`config.mk`:
```
export PLATFORM = sky130hd
export DESIGN_NAME = compuertas_logicas
export DESIGN_NICKNAME = d
export VERILOG_FILES = /design/src/rtl/compuertas_pkg.sv /design/src/rtl/compuertas_logicas_core.sv /design/src/rtl/compuertas_logicas.sv
export SDC_FILE = /design/constraint.sdc
export NUM_CORES = 1
export LEC_CHECK = 0
export BUFFER_PORTS_ARGS = -buffer_cell sky130_fd_sc_hd__buf_2
export CAP_MARGIN = 30
export CORE_MARGIN = 2
export CORE_UTILIZATION = 35
export CTS_CLUSTER_SIZE = 28
export DETAILED_ROUTE_END_ITERATION = 12
export SLEW_MARGIN = 5
export SYNTH_ARGS = -nofsm -noshare
export SYNTH_HDL_FRONTEND = slang
export SYNTH_HIERARCHICAL = 1
export SYNTH_SLANG_ARGS = --single-unit
```
`constraint.sdc`:
```
create_clock -name clk -period 0.9 [get_ports clk]
set_clock_uncertainty 0.1 [all_clocks]
set_input_delay 0.09 -clock clk [delete_from_list [all_inputs] [get_ports clk]]
set_output_delay 0.09 -clock clk [all_outputs]
set_load 0.02 [all_outputs]
```
`src/rtl/compuertas_pkg.sv`:
```
// ============================================================================
// compuertas_pkg : shared width constants, result bundle and gate helper
// Rev 1.0 - initial release
// ============================================================================
`default_nettype none

package compuertas_pkg;

  localparam int WIDTH_DEFAULT = 1;
  // Widest operand the result bundle can carry; instances slice down to WIDTH.
  localparam int MAX_WIDTH     = 64;

  typedef logic [MAX_WIDTH-1:0] word_t;

  typedef struct packed {
    word_t d;
    word_t o;
    word_t nt;
    word_t nd;
    word_t nr;
    word_t xr;
    word_t xn;
  } gates_t;

  function automatic gates_t eval_gates(input word_t a, input word_t b);
    gates_t g;
    g.d  = a & b;
    g.o  = a | b;
    g.nt = ~a;
    g.nd = ~(a & b);
    g.nr = ~(a | b);
    g.xr = a ^ b;
    g.xn = ~(a ^ b);
    return g;
  endfunction

endpackage

`default_nettype wire

```
`src/rtl/compuertas_logicas_core.sv`:
```
// ============================================================================
// compuertas_logicas_core : purely combinational bitwise gate bank
// Rev 1.0 - initial release
// ============================================================================
`default_nettype none

module compuertas_logicas_core
  import compuertas_pkg::*;
#(
  parameter int WIDTH = WIDTH_DEFAULT
) (
  input  logic [WIDTH-1:0] a,
  input  logic [WIDTH-1:0] b,
  output gates_t           res
);

  word_t w_a_ext;
  word_t w_b_ext;

  // Operands are zero-extended into the bundle width; only the low WIDTH
  // bits of each field are meaningful to the caller.
  always_comb begin
    w_a_ext             = '0;
    w_b_ext             = '0;
    w_a_ext[WIDTH-1:0]  = a;
    w_b_ext[WIDTH-1:0]  = b;
    res                 = eval_gates(w_a_ext, w_b_ext);
  end

endmodule

`default_nettype wire

```
`src/rtl/compuertas_logicas.sv`:
```
// ============================================================================
// compuertas_logicas : registered AND/OR/NOT/NAND/NOR/XOR/XNOR gate unit
// Rev 1.0 - initial release
// ============================================================================
`default_nettype none

module compuertas_logicas
  import compuertas_pkg::*;
#(
  parameter int WIDTH = WIDTH_DEFAULT
) (
  input  logic             clk,
  input  logic             rst_n,
  input  logic             in_valid,
  input  logic [WIDTH-1:0] A,
  input  logic [WIDTH-1:0] B,
  output logic             out_valid,
  output logic [WIDTH-1:0] D,
  output logic [WIDTH-1:0] O,
  output logic [WIDTH-1:0] NT,
  output logic [WIDTH-1:0] ND,
  output logic [WIDTH-1:0] NR,
  output logic [WIDTH-1:0] XR,
  output logic [WIDTH-1:0] XN
);

  typedef struct packed {
    logic [WIDTH-1:0] d;
    logic [WIDTH-1:0] o;
    logic [WIDTH-1:0] nt;
    logic [WIDTH-1:0] nd;
    logic [WIDTH-1:0] nr;
    logic [WIDTH-1:0] xr;
    logic [WIDTH-1:0] xn;
  } res_t;

  gates_t w_gates;
  res_t   w_next;
  res_t   r_res;
  logic   r_valid;

  compuertas_logicas_core #(
    .WIDTH (WIDTH)
  ) u_core (
    .a   (A),
    .b   (B),
    .res (w_gates)
  );

  always_comb begin
    w_next.d  = w_gates.d [WIDTH-1:0];
    w_next.o  = w_gates.o [WIDTH-1:0];
    w_next.nt = w_gates.nt[WIDTH-1:0];
    w_next.nd = w_gates.nd[WIDTH-1:0];
    w_next.nr = w_gates.nr[WIDTH-1:0];
    w_next.xr = w_gates.xr[WIDTH-1:0];
    w_next.xn = w_gates.xn[WIDTH-1:0];
  end

  // Padding bits above WIDTH carry no information; fold them away here.
  if (WIDTH < MAX_WIDTH) begin : g_unused_hi
    logic unused_hi;
    assign unused_hi = ^{w_gates.d [MAX_WIDTH-1:WIDTH], w_gates.o [MAX_WIDTH-1:WIDTH],
                         w_gates.nt[MAX_WIDTH-1:WIDTH], w_gates.nd[MAX_WIDTH-1:WIDTH],
                         w_gates.nr[MAX_WIDTH-1:WIDTH], w_gates.xr[MAX_WIDTH-1:WIDTH],
                         w_gates.xn[MAX_WIDTH-1:WIDTH]};
  end

  // Results hold across idle cycles; only out_valid reflects the gap.
  always_ff @(posedge clk or negedge rst_n) begin
    if (!rst_n) begin
      r_res   <= '0;
      r_valid <= 1'b0;
    end else begin
      r_valid <= in_valid;
      if (in_valid) begin
        r_res <= w_next;
      end
    end
  end

  assign out_valid = r_valid;
  assign D         = r_res.d;
  assign O         = r_res.o;
  assign NT        = r_res.nt;
  assign ND        = r_res.nd;
  assign NR        = r_res.nr;
  assign XR        = r_res.xr;
  assign XN        = r_res.xn;

endmodule

`default_nettype wire

```
; ---- Word level (Yosys, flattened, before mapping)
; Cells that the tools add are included.
[op_classes]
bitwise = 7
[op_table]
columns = operator, n
row1 = 1-bit NOT, 4
row2 = 1-bit bitwise AND, 1
row3 = 1-bit bitwise OR, 1
row4 = 1-bit XOR, 1
[word_totals]
regBits = 8
elab_cells = 15
input_bits = 5
out_inout_bits = 8

; ---- Longest topological paths before layout
; Gate-level depths: netlist of run 1.
[logic_depth]
depth_word = 2
ltp_mapped = 4
ltp_nobuf = 4

; ---- Modules after synthesis
; Netlist of run 1, hierarchy kept.
[modules_own_cells]
columns = module, area_per_inst_um2, n_inst, seq_area_each_um2, cells_per_inst
row1 = compuertas_logicas_core, 3387.0, 1, 0.0, 452
row2 = compuertas_logicas, 316.6, 1, 200.2, 16

; ---- Least setup slack after synthesis of run 1
; Ideal clock, no wire load.
[synth_timing]
path_type = register to register
startpoint = register D (netlist name)
endpoint = register r_res (netlist bit D)
required_time_ns = 0.675
t_arrival_ns = 0.710
path_slack_ns = -0.035
stages_incl_launch_ff = 2
setup_ns = 0.125
synth_period_minus_slack_ns = 0.935
n_path_buf = 0
cell_sequence = dfrtp_1 mux2_4
[synth_rtl]
columns = element, line_no
row1 = "end signal, assigned", compuertas_logicas.sv:77  ; r_res <= w_next;
row2 = "end, declared", compuertas_logicas.sv:39  ; res_t r_res;

; ---- Worst setup path after layout of run 1
[layout_timing]
startpoint = register r_res (netlist bit ND)
endpoint = output ND
[layout_rtl]
columns = element, line_no
row1 = "end, declared", compuertas_logicas.sv:21  ; output logic [WIDTH-1:0] ND,
; No word-level cell between the ends.

==> impl_metrics.yaml, run 1 <==
critical_path:
  worst-r2r-setup-slack_ps: 0
  worst_ep_arrival_time_ps: 800
  setup.worst_path.class: "reg -> out"
  path_max_fanout: 2
  r2r-start: "D$_DFFE_PN0P_"
  cp_cell_sequence: "buf_6"
  cp_num_buf_inv: 1
  cp-end-kind: "primary output"
  r2r_cells: 1
  cp_slowest_cell: "dfrtp_2"
  startpoint_type: "flop"
  critPathMaxStageDelay_ps: 410
  crit_required_ps: 710
  r2r_end: "D$_DFFE_PN0P_"
  cp_top_family: "flip-flops"
cts:
  cts_tree: "built"
  clockBufferDepth: 2
  cts_sinks: 8
  cts_buffers: 3
  htreeDepth: 1
  root_buffer: "clkbuf_4"
  path_clk_slew_ps: 60
  clk-insertion-delay-late_ps: 250
die:
  die_w_um: 37.2
  row_count: 11
  die_area_um2: 1380
  fp.coreArea_um2: 977
  initial_core_util_pct: 39.4
  ioPinCount: 13
  die_y_um: 37.2
finish:
  stdcell_area_um2: 578
  drive_gt1_share_pct: 71.1
  diodes: 0
  area_growth_pct: 50.0
  fillCellCount: 79
  final_common_cell: "buf_6"
  fin_nets: 55
  final_cell_mix: "8 x buf_6, 7 x dfrtp_2, 7 x mux2_4"
route:
  drc: 0
  routed_wl_um: 643
  drtIter0Drc: 3
  drt_pass1_iterations: 2
  viasPerCell: 4.24
  ant_nets: 0
  via_count: 246
  wl_per_cell_um: 11.1
synth:
  syn_area_um2: 385
  synth.avg_cell_area_um2: 15.4
  netlist_instances: 25
  yosysWarningCount: 6
  synthesis.nets: 34
place:
  dpl_cell_area_um2: 482
  dp_slack_ps: -149
  gp_congestion: 0.665
  portBuffers: 12
timing:
  worstMarginPinSlew_ps: 232
  period_minus_slack_ps: 989
  fmax_mhz: 1010
  fin_ws_ps: -89.4
  setup_violations: 10
  final_hold_viol_count: 0
  rsz0062_at_grt: "true"
  relSlewSlack_pct: 84.5
  maxSlewViolCount: 0
  post-route-period-util_pct: 110
global_routing:
  overflow: 0
  grt_pass1_wl_um: 1170
  grt_util_all_layers_pct: 12.9
  grt_max_degree: 9
  first_global_vias: 271
  antenna_found_initial: 0
hold_path:
  hold_path.class: "in -> async"
power_and_ir_drop:
  ir_drop_uv: 701
  leakage_uw: 0.000298
  p_per_area_nw_per_um2: 1670
outcome:
  status: "finished with violations"
  violations: "setup timing"
flow_run:
  max_cap_viol_count: 0
flip-flops by register name, indices dropped and copies added (netlist names):
signal and cells:
XN 1, ND 1, NR 1, out_valid 1, D 1, NT 1
XR 1, O 1
metrics by stage:
stage / hold slack (ps) / utilization [%] / instances / setup TNS [ps] / total power [uW]
after global routing: 118 / 59.2 / 58 / -916 / 1030
final: 105 / 59.2 / 58 / -586 / 967
after CTS: 103 / 59.2 / 58 / -640 / 977
after detailed placement: -159 / 49.3 / 52 / -483 / 625
after global placement: -165 / 49.3 / 52 / -410 / 618
after floorplan: -306 / - / 25 / -156 / 553
per-layer routing:
| metal | vias to the layer above | global-route usage (%) | wire [um] |
|---|---|---|---|
| met1 | 122 | 13.4 | 274 |
| met4 | 0 | 5.56 | 0 |
| met2 | 8 | 22.4 | 327 |
| met5 | - | 0 | 0 |
| met3 | 0 | 5.49 | 42 |
| li1 | 116 | - | - |
area by class of cell:
| cell class | count | area [um2] | area share [%] |
|---|---|---|---|
| Clock buffer | 4 | 26.3 | 4.55 |
| Inverter | 5 | 18.8 | 3.25 |
| Multi-Input combinational cell | 11 | 155 | 26.8 |
| Sequential cell | 8 | 209 | 36.1 |
| Tap cell | 13 | 16.3 | 2.81 |
| Timing Repair Buffer | 17 | 153 | 26.4 |
worst max path at each step:
stage                              start        endpoint  slack [ps]  cells past startpoint
after detailed placement               A  XN$_DFFE_PN0P_        -150                      5
after floorplan            D$_DFFE_PN0P_   D$_DFFE_PN0P_         -20                      1
after global routing      ND$_DFFE_PN0P_              ND        -120                      1
after CTS                 ND$_DFFE_PN0P_              ND        -100                      1
after global placement                 A  XN$_DFFE_PN0P_        -140                      5
final                     ND$_DFFE_PN0P_              ND         -90                      1
report_power, final:
| group | switching (uW) | internal, uW |
|---|---|---|
| clock network | 123 | 170 |
| logic | 100 | 143 |
| registers | 28.6 | 403 |
| total | 251 | 715 |
timing repair:
action / CTS / global route
hold buffers: 2 / 0
pin swaps: 0 / 0
hold endpoints to repair: 9 / 0
setup buffers: 0 / 0
endpoints found under the setup margin: 8 / 15
gates resized for setup: 16 / 0
No activity file was read; power rests on OpenSTA's default activity.
==> run 2: changes to the inputs <==
--- a/config.mk
+++ b/config.mk
@@ -7,7 +7,7 @@
 export LEC_CHECK = 0
 export BUFFER_PORTS_ARGS = -buffer_cell sky130_fd_sc_hd__buf_2
 export CAP_MARGIN = 30
-export CORE_MARGIN = 2
+export CORE_MARGIN = 5
 export CORE_UTILIZATION = 35
 export CTS_CLUSTER_SIZE = 28
 export DETAILED_ROUTE_END_ITERATION = 12
==> impl_metrics.yaml, run 2 (same netlist as run 1, synthesis figures left out) <==
outcome:
  status: "finished with violations"
  violations: "setup timing"
place:
  portBuffers: 12
  dpl_cell_area_um2: 483
  gp_congestion: 0.671
  post-dp-hpwl_um: 530
route:
  drtIter0Drc: 0
  viasPerCell: 4.14
  drc: 0
  ant_nets: 0
  routed_wl_um: 695
  via_count: 244
  drt_pass1_iterations: 1
  wl_per_cell_um: 11.8
cts:
  htreeDepth: 1
  clk-insertion-delay-late_ps: 250
  root_buffer: "clkbuf_4"
  cts_buffers: 3
  cts_tree: "built"
  cts_sinks: 8
  clockBufferDepth: 2
  path_clk_slew_ps: 60
  post_cts_buffers: 0
critical_path:
  setup.worst_path.class: "reg -> out"
  path_depth: 1
  cp_top_family: "flip-flops"
  startpoint_type: "flop"
  cp_num_buf_inv: 1
  crit_required_ps: 710
  critPathMaxStageDelay_ps: 410
  r2r_cells: 1
  path_max_fanout: 2
  cp-end-kind: "primary output"
  cp_cell_sequence: "buf_6"
  worst-r2r-setup-slack_ps: 0
  worst_ep_arrival_time_ps: 800
  cp_slowest_cell: "dfrtp_2"
finish:
  stdcell_area_um2: 579
  fin_nets: 55
  final_cell_mix: "8 x buf_6, 7 x dfrtp_2, 7 x mux2_4"
  final_common_cell: "buf_6"
  diodes: 0
  area_growth_pct: 50.3
  drive_gt1_share_pct: 71.1
  fin_util_pct: 53.6
  fillCellCount: 96
timing:
  final_hold_viol_count: 0
  post-route-period-util_pct: 110
  maxSlewViolCount: 0
  rsz0062_at_grt: "true"
  period_minus_slack_ps: 991
  finalSetupTns_ps: -610
  fin_ws_ps: -90.8
  relSlewSlack_pct: 84.9
  holdWs_ps: 111
  worstMarginPinSlew_ps: 226
  fmax_mhz: 1010
  setup_violations: 8
die:
  die_w_um: 43.2
  die_area_um2: 1860
  initial_core_util_pct: 35.6
  die_y_um: 43.2
  row_count: 12
  ioPinCount: 13
  fp.coreArea_um2: 1080
global_routing:
  antenna_found_initial: 0
  grt_max_degree: 9
  first_global_vias: 279
  overflow: 0
  grt_pass1_wl_um: 1190
  grt_util_all_layers_pct: 9.15
hold_path:
  hold_path.class: "in -> async"
flow_run:
  max_cap_viol_count: 0
power_and_ir_drop:
  p_per_area_nw_per_um2: 1680
  ir_drop_uv: 685
  p_total_uw: 974
  leakage_uw: 0.000298
## run 2: cell counts in the layout (fill, tap and decap cells not counted)
Identical to the previous run, type by type.
## run 2: per-stage QoR
step	cells	setup slack, ps
after floorplan	25	-22.2
after global placement	53	-135
after detailed placement	53	-148
after CTS	59	-96.2
after global routing	59	-124
final	59	-90.8
## run 2: power by group
part           internal (uW)  leakage [uW]  switching (uW)
clock network            170     0.0000150             129
logic                    143      0.000197             102
registers                403     0.0000862            26.6
total                    716      0.000298             258
## run 2: final timing paths
| check | from | to |
|---|---|---|
| max | NT$_DFFE_PN0P_ | NT |
| min | rst_n | XR$_DFFE_PN0P_ |
| max reg2reg | NT$_DFFE_PN0P_ | NT$_DFFE_PN0P_ |
| min reg2reg | O$_DFFE_PN0P_ | O$_DFFE_PN0P_ |
| max in group asynchronous | rst_n | ND$_DFFE_PN0P_ |
| min in group clk | A | NT$_DFFE_PN0P_ |
## run 2: timing repair
action                                 CTS  global route
hold buffers                             2             0
resized for setup                       16             0
setup endpoints to repair                8            11
endpoints found under the hold margin    9             0
## run 2: area by class of cell
class                   count  area [um2]  area share, %
well taps                  14        17.5           3.02
multi-input cells          11         155           26.8
repair buffers             17         153           26.3
inverters                   5        18.8           3.24
flip-flops and latches      8         209           36.1
clock buffers               4        26.3           4.54
## run 2: routing by layer
metal / share of wire [%] / track usage [%]
met1: 43 / 9.54
met2: 49 / 13.3
met3: 7.5 / 5.08
met4: 0 / 7.23
met5: 0 / 0
==> run 3: changes to the inputs <==
==> constraint.sdc (replaced) <==
create_clock -name clk -period 1.1 [get_ports clk]
set_clock_uncertainty 0.1 [all_clocks]
set_input_delay 0.11 -clock clk [delete_from_list [all_inputs] [get_ports clk]]
set_output_delay 0.11 -clock clk [all_outputs]
set_load 0.02 [all_outputs]
==> impl_metrics.yaml, run 3 (same netlist as run 1, synthesis figures left out) <==
timing:
  period_minus_slack_ps: 1000
  rsz0062_at_grt: "false"
  worstMarginPinSlew_ps: 232
  fmax_mhz: 996
  final_hold_viol_count: 0
  post-route-period-util_pct: 91.3
  maxSlewViolCount: 0
  setup_violations: 0
  relSlewSlack_pct: 84.5
  finalSetupTns_ps: 0
finish:
  fin_cells: 55
  area_growth_pct: 27.6
  drive_gt1_share_pct: 56.1
  final_common_cell: "buf_2"
  fin_nets: 52
  diodes: 0
  final_cell_mix: "12 x buf_2, 8 x dfrtp_1, 7 x mux2_4"
critical_path:
  cp-end-kind: "primary output"
  critPathMaxStageDelay_ps: 380
  cp_cell_sequence: "buf_2"
  worst_ep_arrival_time_ps: 790
  cp_top_family: "flip-flops"
  worstSetupStartpoint: "NT$_DFFE_PN0P_"
  startpoint_type: "flop"
  path_max_fanout: 2
  r2r-start: "NT$_DFFE_PN0P_"
  setup.worst_path.class: "reg -> out"
  cp_slowest_cell: "dfrtp_1"
  cp_num_buf_inv: 1
  crit_required_ps: 890
cts:
  cts_tree: "built"
  cts_resized: 0
  cts_sinks: 8
  root_buffer: "clkbuf_4"
  clockBufferDepth: 2
  post_cts_buffers: 0
  htreeDepth: 1
  path_clk_slew_ps: 50
  cts_buffers: 3
  clk-insertion-delay-late_ps: 240
die:
  die_y_um: 43.2
  initial_core_util_pct: 35.6
  row_count: 12
  fp.coreArea_um2: 1080
  ioPinCount: 13
  die_area_um2: 1860
  die_w_um: 43.2
power_and_ir_drop:
  ir_drop_uv: 634
  leakage_uw: 0.000273
  p_per_area_nw_per_um2: 1440
route:
  drc: 0
  routed_wl_um: 610
  viasPerCell: 4.05
  ant_nets: 0
  wl_per_cell_um: 11.1
  drtIter0Drc: 0
  via_count: 223
  drt_pass1_iterations: 1
global_routing:
  antenna_found_initial: 0
  grt_util_all_layers_pct: 8.25
  met3_usage_pct: 4.24
  grt_max_degree: 9
  busiest_layer: "met2"
  grt_pass1_wl_um: 1080
  use_met1_pct: 8.93
  overflow: 0
  first_global_vias: 237
  grtUsageMet2_pct: 12.4
hold_path:
  hold_path.class: "in -> reg"
  holdCritStartpoint: "in_valid"
place:
  dp.cells: 51
  portBuffers: 12
  gp_congestion: 0.637
  post-dp-hpwl_um: 489
flow_run:
  max_cap_viol_count: 0
outcome:
  status: "finished, final reports clean"
==> run 3: worst paths after layout <==
path | endpoint | slack (ps) | depth (start not counted)
min in group asynchronous | XN$_DFFE_PN0P_ | 130 | 2
worst max register to register | NT$_DFFE_PN0P_ | 230 | 1
worst min register to register | O$_DFFE_PN0P_ | 400 | 1
max in group asynchronous | ND$_DFFE_PN0P_ | 610 | 2
worst max-delay path | NT | 100 | 1
worst min-delay path | out_valid$_DFF_PN0_ | 20 | 1
==> run 3: cell type report <==
class	instances	area, um2
fillers	117	589
clock buffers	3	22.5
flip-flops and latches	8	200
repair buffers	14	77.6
inverters	5	18.8
well taps	14	17.5
multi-input cells	11	155
==> run 3: through the flow <==
| stage | utilization (%) | hold WS (ps) | worst slack (ps) | cell area [um2] | power, uW |
|---|---|---|---|---|---|
| 2_1_floorplan | - | -286 | 165 | 385 | 447 |
| 3_3_place_gp | 42.5 | -146 | 38.9 | 459 | 496 |
| 3_5_place_dp | 42.5 | -140 | 16.5 | 459 | 501 |
| 4_1_cts | 45.5 | 14.8 | 91.2 | 492 | 720 |
| 5_1_grt | 45.5 | 11.6 | 62.6 | 492 | 751 |
| 6_report | 45.5 | 18.4 | 95.8 | 492 | 708 |
==> run 3: repair_timing <==
| item | 4_1_cts | 5_1_grt |
|---|---|---|
| endpoints found under the hold margin | 8 | 0 |
| hold buffers | 1 | 0 |
| setup endpoints to repair | 0 | 0 |
==> run 3: power by group <==
group	internal [uW]	switching, uW	leakage, uW
clock	124	87.9	0.0000138
combinational	75.6	81.2	0.000166
sequential	325	14.8	0.0000932
total	524	184	0.000273
==> run 3: per-layer routing <==
layer / share of wire, % / vias up
li1: - / 110
met2: 46 / 8
met1: 45 / 105
met4: 0 / 0
met5: 0 / -
met3: 8.9 / 0
